--- src/rtl/store_unit.sv ---
// store_unit: executes sb/sh/sw stores against a word-wide memory port.
// Sub-word stores read the enclosing word, merge the new byte or halfword
// into it and write it back. Whole-word stores go straight to the write.
// Misaligned or illegal requests are rejected with a single-cycle pulse
// and never touch memory.
module store_unit #(
  parameter bit BIG_ENDIAN = 1'b1
) (
  input  logic        clk,
  input  logic        rst_n,
  input  logic        st_valid,
  output logic        st_ready,
  input  logic [1:0]  st_size,
  input  logic [31:0] st_addr,
  input  logic [31:0] st_data,
  output logic        mem_req,
  output logic        mem_we,
  output logic [31:0] mem_addr,
  output logic [31:0] mem_wdata,
  input  logic [31:0] mem_rdata,
  input  logic        mem_ack,
  output logic        done,
  output logic        misaligned
);

  typedef enum logic [2:0] {
    IDLE  = 3'd0,
    READ  = 3'd1,
    WRITE = 3'd2,
    RESP  = 3'd3,
    ERR   = 3'd4
  } state_t;

  localparam logic [1:0] SIZE_B = 2'b00;
  localparam logic [1:0] SIZE_H = 2'b01;
  localparam logic [1:0] SIZE_W = 2'b10;
  localparam logic [1:0] SIZE_X = 2'b11;

  state_t      r_state;
  logic [1:0]  r_size;
  logic [31:0] r_addr;
  logic [15:0] r_data;
  logic [31:0] r_wdata;

  logic        w_misaligned;
  logic [1:0]  w_byteSel;
  logic        w_halfSel;
  logic [31:0] w_merged;

  // Classify the incoming request as illegal/misaligned before accepting it.
  always_comb begin
    w_misaligned = 1'b0;
    case (st_size)
      SIZE_H:  w_misaligned = st_addr[0];
      SIZE_W:  w_misaligned = |st_addr[1:0];
      SIZE_X:  w_misaligned = 1'b1;
      default: w_misaligned = 1'b0;
    endcase
  end

  // Map the latched lane number onto a physical byte/halfword slot of the word.
  // Big-endian lane k lives at bits 31-8k, i.e. physical slot 3-k (= ~k).
  always_comb begin
    w_byteSel = BIG_ENDIAN ? ~r_addr[1:0] : r_addr[1:0];
    w_halfSel = BIG_ENDIAN ? ~r_addr[1]   : r_addr[1];
  end

  // Overlay the new byte/halfword on the returned read word; others pass through.
  always_comb begin
    w_merged = mem_rdata;
    if (r_size == SIZE_B) begin
      w_merged[{w_byteSel, 3'b000} +: 8] = r_data[7:0];
    end else if (r_size == SIZE_H) begin
      w_merged[{w_halfSel, 4'b0000} +: 16] = r_data[15:0];
    end
  end

  // Main control FSM plus the latched request and write-data registers.
  always_ff @(posedge clk) begin
    if (!rst_n) begin
      r_state <= IDLE;
      r_size  <= 2'b00;
      r_addr  <= 32'd0;
      r_data  <= 16'd0;
      r_wdata <= 32'd0;
    end else begin
      case (r_state)
        IDLE: begin
          if (st_valid) begin
            r_size <= st_size;
            r_addr <= st_addr;
            r_data <= st_data[15:0];
            if (w_misaligned) begin
              r_state <= ERR;
            end else if (st_size == SIZE_W) begin
              r_wdata <= st_data;
              r_state <= WRITE;
            end else begin
              r_state <= READ;
            end
          end
        end
        READ: begin
          if (mem_ack) begin
            r_wdata <= w_merged;
            r_state <= WRITE;
          end
        end
        WRITE: begin
          if (mem_ack) begin
            r_state <= RESP;
          end
        end
        RESP:    r_state <= IDLE;
        ERR:     r_state <= IDLE;
        default: r_state <= IDLE;
      endcase
    end
  end

  // Moore outputs decoded from the state register only.
  always_comb begin
    st_ready   = (r_state == IDLE) && rst_n;
    mem_req    = (r_state == READ) || (r_state == WRITE);
    mem_we     = (r_state == WRITE);
    mem_addr   = {r_addr[31:2], 2'b00};
    mem_wdata  = r_wdata;
    done       = (r_state == RESP);
    misaligned = (r_state == ERR);
  end

endmodule

--- config.mk ---
export PLATFORM = sky130hd
export DESIGN_NAME = store_unit
export DESIGN_NICKNAME = d
export VERILOG_FILES = /design/src/rtl/store_unit.sv
export SDC_FILE = /design/constraint.sdc
export NUM_CORES = 1
export LEC_CHECK = 0
export BUFFER_PORTS_ARGS = -buffer_cell sky130_fd_sc_hd__buf_2
export CORE_ASPECT_RATIO = 1.5
export CORE_MARGIN = 2
export CORE_UTILIZATION = 31
export DETAILED_ROUTE_END_ITERATION = 12
export SLEW_MARGIN = 20
export SYNTH_ARGS = -nofsm -noshare
export SYNTH_HDL_FRONTEND = slang
export SYNTH_SLANG_ARGS = --single-unit
--- constraint.sdc ---
create_clock -name clk -period 6.1 [get_ports clk]
set_input_delay 0.915 -clock clk [delete_from_list [all_inputs] [get_ports clk]]
set_output_delay 0.915 -clock clk [all_outputs]
set_load 0.05 [all_outputs]
==> impl_results.md, run 1 <==
- ANT nets after route: 0
- RSZ-0062 raised after global routing: no
- Avg WL per Cell: 18.2 microns
- Core area: 16,100 sq um
- Root Buffer: clkbuf_16
- Yosys warns: 0
- Drt first pass iters: 5
- Synth async-reset ratio: 0
- Most frequent cells after synthesis: nand2_1, dfxtp_1, a21oi_1, nand2b_1, clkbuf_1
- Post-CTS sizing: 0
- Fillers: 1,754
- Leakage power: 2.50 nW
- Area leader, netlist: dfxtp_1
- Post-synth EDFFs: 0
- Rows: 57
- Worst setup EP type: flip-flop
- Vias in the first global route: 4,765
- Slew @ Worst Pin: 1.10 ns
- Clock Tree Buf Depth: 2
- FF+latch count, synth: 85
- Total setup buffers inserted after CTS: 0
- Die Span Y: 161 microns
- Post-synthesis cell type count: 48
- Hold path cells: 2
- Post-layout min period: 2.82 ns
- Max Cap Violations: 0
- CP max-delay cell: dfxtp_1
- Peak VDD IR: 0.000124 V
- Worst Hold Class: reg -> reg
- Clock Latency Late Sink: 0.36 ns
- Worst Skew: 0.00896 ns
- HPWL Detailed: 12.5 mm
- CP Buf/Inv Count: 1
- Setup TNS: 0 ns
- Reg2reg path depth: 6
- Largest net degree at the start of global routing: 55
- DRT Wirelength: 17.4 mm
- Most used DFF post-synth: dfxtp_1
- DIE AREA: 17,500 sq um
- Final Net Count: 853
- CP max stage delay: 0.72 ns
- Crit path kind: reg -> reg
- CP cell instances: inv_1 > ha_1 > or4b_1 > o311ai_1 > o2111ai_1 > a311oi_2
- Top cells by area, synth: dfxtp_1, nand2_1, a21oi_1
- Proportion of layout cells with a drive suffix above 1: 0.274
- GPL Wtd Cong: 0.840
- H-tree depth: 3
- Die Width: 109 microns
- CP Depth: 6
- Fin. max-slew vios: 0
- Post-DR vias/cell: 5.33
- Top cell type's share of synthesized area: 0.334
- Initial antenna violation count: 0
- Via count: 5,097
- Remaining global-route overflow: 0
- Mapped cell area: 5090 sq um
- Fmax: 355 MHz
- Most common cell in the netlist: nand2_1
- Fin crit share: 0.462
- Status: completed
- Iter 0 DRT Violations: 365
- Worst Path Arrival: 3.09 ns
- Final hold slack: 0.451 ns
- CTS tree: yes
- Synth Instances: 652
- CP delay by family, top: compound AO/OA/AOI/OAI gates
- Initial Util: 0.316
- First-pass GRT wire length: 26.8 mm
- Num Clock Sinks: 85
- Final setup fails: 0
- Synthesized area per cell: 7.81 sq um
- Synth-to-Final Area Change: 19.1%
- I/O pins: 171
- DR DRC count: 0
- Final hold vios: 0
- Critical path startpoint category: flip-flop
- Number of hold buffers added after CTS: 0
- Reg clk slew, reported paths: 0.07 ns
- Register area share after synthesis: 0.334
- Crit Path Max Fanout: 17
- Ant diodes: 0
- Worst EP required: 6.37 ns
- Port Buf Inserts: 168
- Relative slew slack: 0.262
- PwrDens: 294 nW/um^2
- TritonCTS Buffers: 9
- GR Util All Layers: 0.199
## placed cells by master (no fill, tap or decap), types with 10 or more instances in the layout
| cell type | instances |
|---|---|
| nand3_1 | 18 |
| nand2_1 | 113 |
| o21ai_0 | 17 |
| buf_2 | 168 |
| nand2b_1 | 51 |
| o221a_1 | 15 |
| o2111ai_1 | 16 |
| dfxtp_1 | 85 |
| nor3_1 | 10 |
| a21oi_1 | 67 |
| inv_1 | 19 |
| nor2b_1 | 15 |
| nor2_1 | 19 |
## report_power, final
part / switching [W] / leakage [nW] / total [W] / internal [W]
Sequential: 0.0000446 / 0.696 / 0.000650 / 0.000606
Combinational: 0.000395 / 1.66 / 0.000568 / 0.000173
Clock: 0.000272 / 0.148 / 0.000563 / 0.000291
Total: 0.000712 / 2.50 / 0.00178 / 0.00107
## logic make-up (layout without fill, tap and decap cells)
group,after synthesis,in the layout,synth area share
xor gates and xnor gates,1,1,0.00172
muxes,2,2,0.00393
adders and majority gates,5,5,0.0123
buffers and inverters,115,213,0.113
other,1,2,0.000737
DFF,85,85,0.334
AOI/OAI and AO/OA,201,201,0.303
and+or+nand+nor,242,242,0.231
## per-layer routing
layer  share of wire  GRT usage
met1            0.39      0.238
met2            0.50      0.331
met3           0.066     0.0406
met4           0.048      0.107
met5               0          0
## through the flow
step	setup WS, ns	util	power (W)	cell area [sq um]	std cells
2_1_floorplan	3.14	-	0.00109	5090	653
6_report	3.28	0.376	0.00178	6060	957
4_1_cts	3.28	0.376	0.00179	6060	957
3_3_place_gp	3.00	0.357	0.00123	5760	941
5_1_grt	3.11	0.376	0.00187	6060	957
3_5_place_dp	2.97	0.357	0.00123	5760	941
## cell type report
cell class / instances / area (sq um) / area share
flip-flops and latches: 85 / 1700 / 0.281
multi-input cells: 453 / 2830 / 0.466
clock inverters: 7 / 76.3 / 0.0126
repair buffers: 175 / 893 / 0.147
inverters: 22 / 82.6 / 0.0136
clock buffers: 9 / 225 / 0.0372
well taps: 206 / 258 / 0.0425
## flip-flops by register name (all words and copies together) (netlist names)
register and flops:
r_addr 32, mem_wdata 32, r_data 16, r_state 3
r_size 2
## tightest hold or removal path, delay by kind of cell (launching register included)
| kind | cells | cell delay [ns] |
|---|---|---|
| compound gates | 1 | 0.05 |
| simple gates | 1 | 0.05 |
| flops | 1 | 0.31 |
## worst paths after layout
check | startpoint | endpoint | slack, ns
worst max-delay path | r_addr[0] | mem_wdata[25] | 3.28
worst min-delay path | r_addr[2] | r_addr[2] | 0.45
worst min register to register | r_addr[2] | r_addr[2] | 0.45
worst max register to register | r_addr[0] | mem_wdata[25] | 3.28
(Power assumes the default switching activity.)
==> run 2, diff against run 1 <==
Clock period 6.1 ns to 2.95 ns, I/O delays scaled along.
==> run 2 against run 1 <==
  * Global-route usage is 0.16 points higher
  * Count of clock-buffer cells in the layout stayed put
  * Clock power is 100% higher
  * Non-clock buffer count is 11 higher
  * Combinational power is 110% higher
  * Setup slack worse by 2.7 ns
  * Routed wire length is 0.84% higher
  * Critical endpoint is now mem_wdata[6]
==> impl_results.md, run 2 (synthesis results as in run 1) <==
- Rows: 57
- Most frequent cells in the layout: buf_2, nand2_1, dfxtp_1, a21oi_1, nand2b_1
- Proportion of layout cells with a drive suffix above 1: 0.285
- Relative slew slack: 0.470
- Max Cap Violations: 0
- I/O pins: 171
- Post-Layout Cell Count: 969
- Avg WL per Cell: 18.2 microns
- Root Buffer: clkbuf_16
- Reg clk slew, reported paths: 0.07 ns
- Via count: 5,116
- Slew @ Worst Pin: 0.795 ns
- DP Cell Count: 952
- Setup TNS: 0 ns
- Critical path startpoint category: flip-flop
- Worst setup EP type: flip-flop
- H-tree depth: 3
- PwrDens: 602 nW/um^2
- TritonCTS Buffers: 9
- Worst Skew: 0.0114 ns
- Largest net degree at the start of global routing: 47
- Post-layout min period: 2.38 ns
- Setup ws final: 0.571 ns
- Finished layout cell area: 6150 sq um
- Reg-to-Reg Start: r_addr[1]
- Drt first pass iters: 5
- Synth-to-Final Area Change: 20.8%
- Total setup buffers inserted after CTS: 0
- Leakage power: 2.55 nW
- Placed cell area: 5860 sq um
- End of the critical path: mem_wdata[6]
- Initial Util: 0.316
- RSZ-0062 raised after global routing: no
- Crit Path Max Fanout: 14
- Reg2reg path depth: 7
- Worst EP required: 3.24 ns
- DIE AREA: 17,500 sq um
- Fin. max-slew vios: 0
- Core area: 16,100 sq um
- Final Net Count: 864
- Vias in the first global route: 4,902
- Reg2Reg Setup Slack: 0.57 ns
- Clock Tree Buf Depth: 2
- DRT Wirelength: 17.6 mm
- Final setup fails: 0
- Initial antenna violation count: 4
- Fin crit share: 0.806
- Die Span Y: 161 microns
- Fillers: 1,744
- GPL Wtd Cong: 0.942
- First-pass GRT wire length: 27.0 mm
- HPWL Detailed: 13.1 mm
- Die Width: 109 microns
- Status: completed
- GR Util All Layers: 0.201
- CTS tree: yes
- ANT nets after route: 0
- Peak VDD IR: 0.000251 V
- Post-CTS sizing: 0
- Port Buf Inserts: 168
- Dpl ws: 0.602 ns
- Clock Latency Late Sink: 0.35 ns
- DR DRC count: 0
- Fmax: 420 MHz
- Post-DR vias/cell: 5.28
- Most common cell after layout, fill and taps aside: buf_2
- Remaining global-route overflow: 0
- Num Clock Sinks: 85
- Crit. Startpoint: r_addr[1]
- Worst Hold Class: in -> reg
- Final hold vios: 0
- Iter 0 DRT Violations: 324
- Crit path kind: reg -> reg
- Number of hold buffers added after CTS: 0
- Reg-to-reg endpoint: mem_wdata[6]
- Worst Path Arrival: 2.67 ns
run 2: layout make-up:
cell class / instances / area, sq um / share of cell area
Antenna cell: 1 / 2.50 / 0.000407
Clock buffer: 9 / 225 / 0.0366
Clock inverter: 7 / 63.8 / 0.0104
Inverter: 22 / 82.6 / 0.0134
Multi-Input combinational cell: 453 / 2830 / 0.460
Sequential cell: 85 / 1700 / 0.277
Tap cell: 206 / 258 / 0.0419
Timing Repair Buffer: 186 / 988 / 0.161
run 2: power by group:
part | internal, W | leakage (nW) | total (W) | switching [W]
sequential | 0.00125 | 0.696 | 0.00135 | 0.0000938
combinational | 0.000381 | 1.72 | 0.00121 | 0.000825
clock | 0.000593 | 0.137 | 0.00115 | 0.000559
run 2: critical path: stages, from the launching register on:
cell	delay, ns
dfxtp_1	0.33
buf_4	0.17
inv_2	0.06
ha_1	0.29
and4b_1	0.47
a221oi_1	0.14
a2111oi_0	0.58
o221a_1	0.29
run 2: layer usage:
| metal | vias to the layer above | track usage | share of wire | wire, microns |
|---|---|---|---|---|
| li1 | 2521 | - | - | - |
| met1 | 2385 | 0.233 | 0.39 | 6800 |
| met2 | 181 | 0.353 | 0.52 | 9110 |
| met3 | 27 | 0.0426 | 0.065 | 1140 |
| met4 | 2 | 0.0822 | 0.031 | 540 |
| met5 | - | 0 | 0.00040 | 7 |
run 2: how the worst min path moves through the flow:
stage,from,end,slack (ns),depth (start not counted)
global route,st_addr[27],r_addr[27],0.32,3
floorplan,r_addr[10],r_addr[10],0.44,2
detailed placement,r_addr[20],r_addr[20],0.44,2
CTS,st_addr[27],r_addr[27],0.31,3
global placement,r_addr[8],r_addr[8],0.44,2
finish,st_addr[13],r_addr[13],0.32,3
run 2: through the flow:
stage | power (W) | util | hold slack, ns
global route | 0.00388 | 0.381 | 0.317
CTS | 0.00373 | 0.381 | 0.306
global placement | 0.00257 | 0.363 | 0.439
finish | 0.00370 | 0.381 | 0.318
detailed placement | 0.00258 | 0.363 | 0.444
floorplan | 0.00226 | - | 0.437
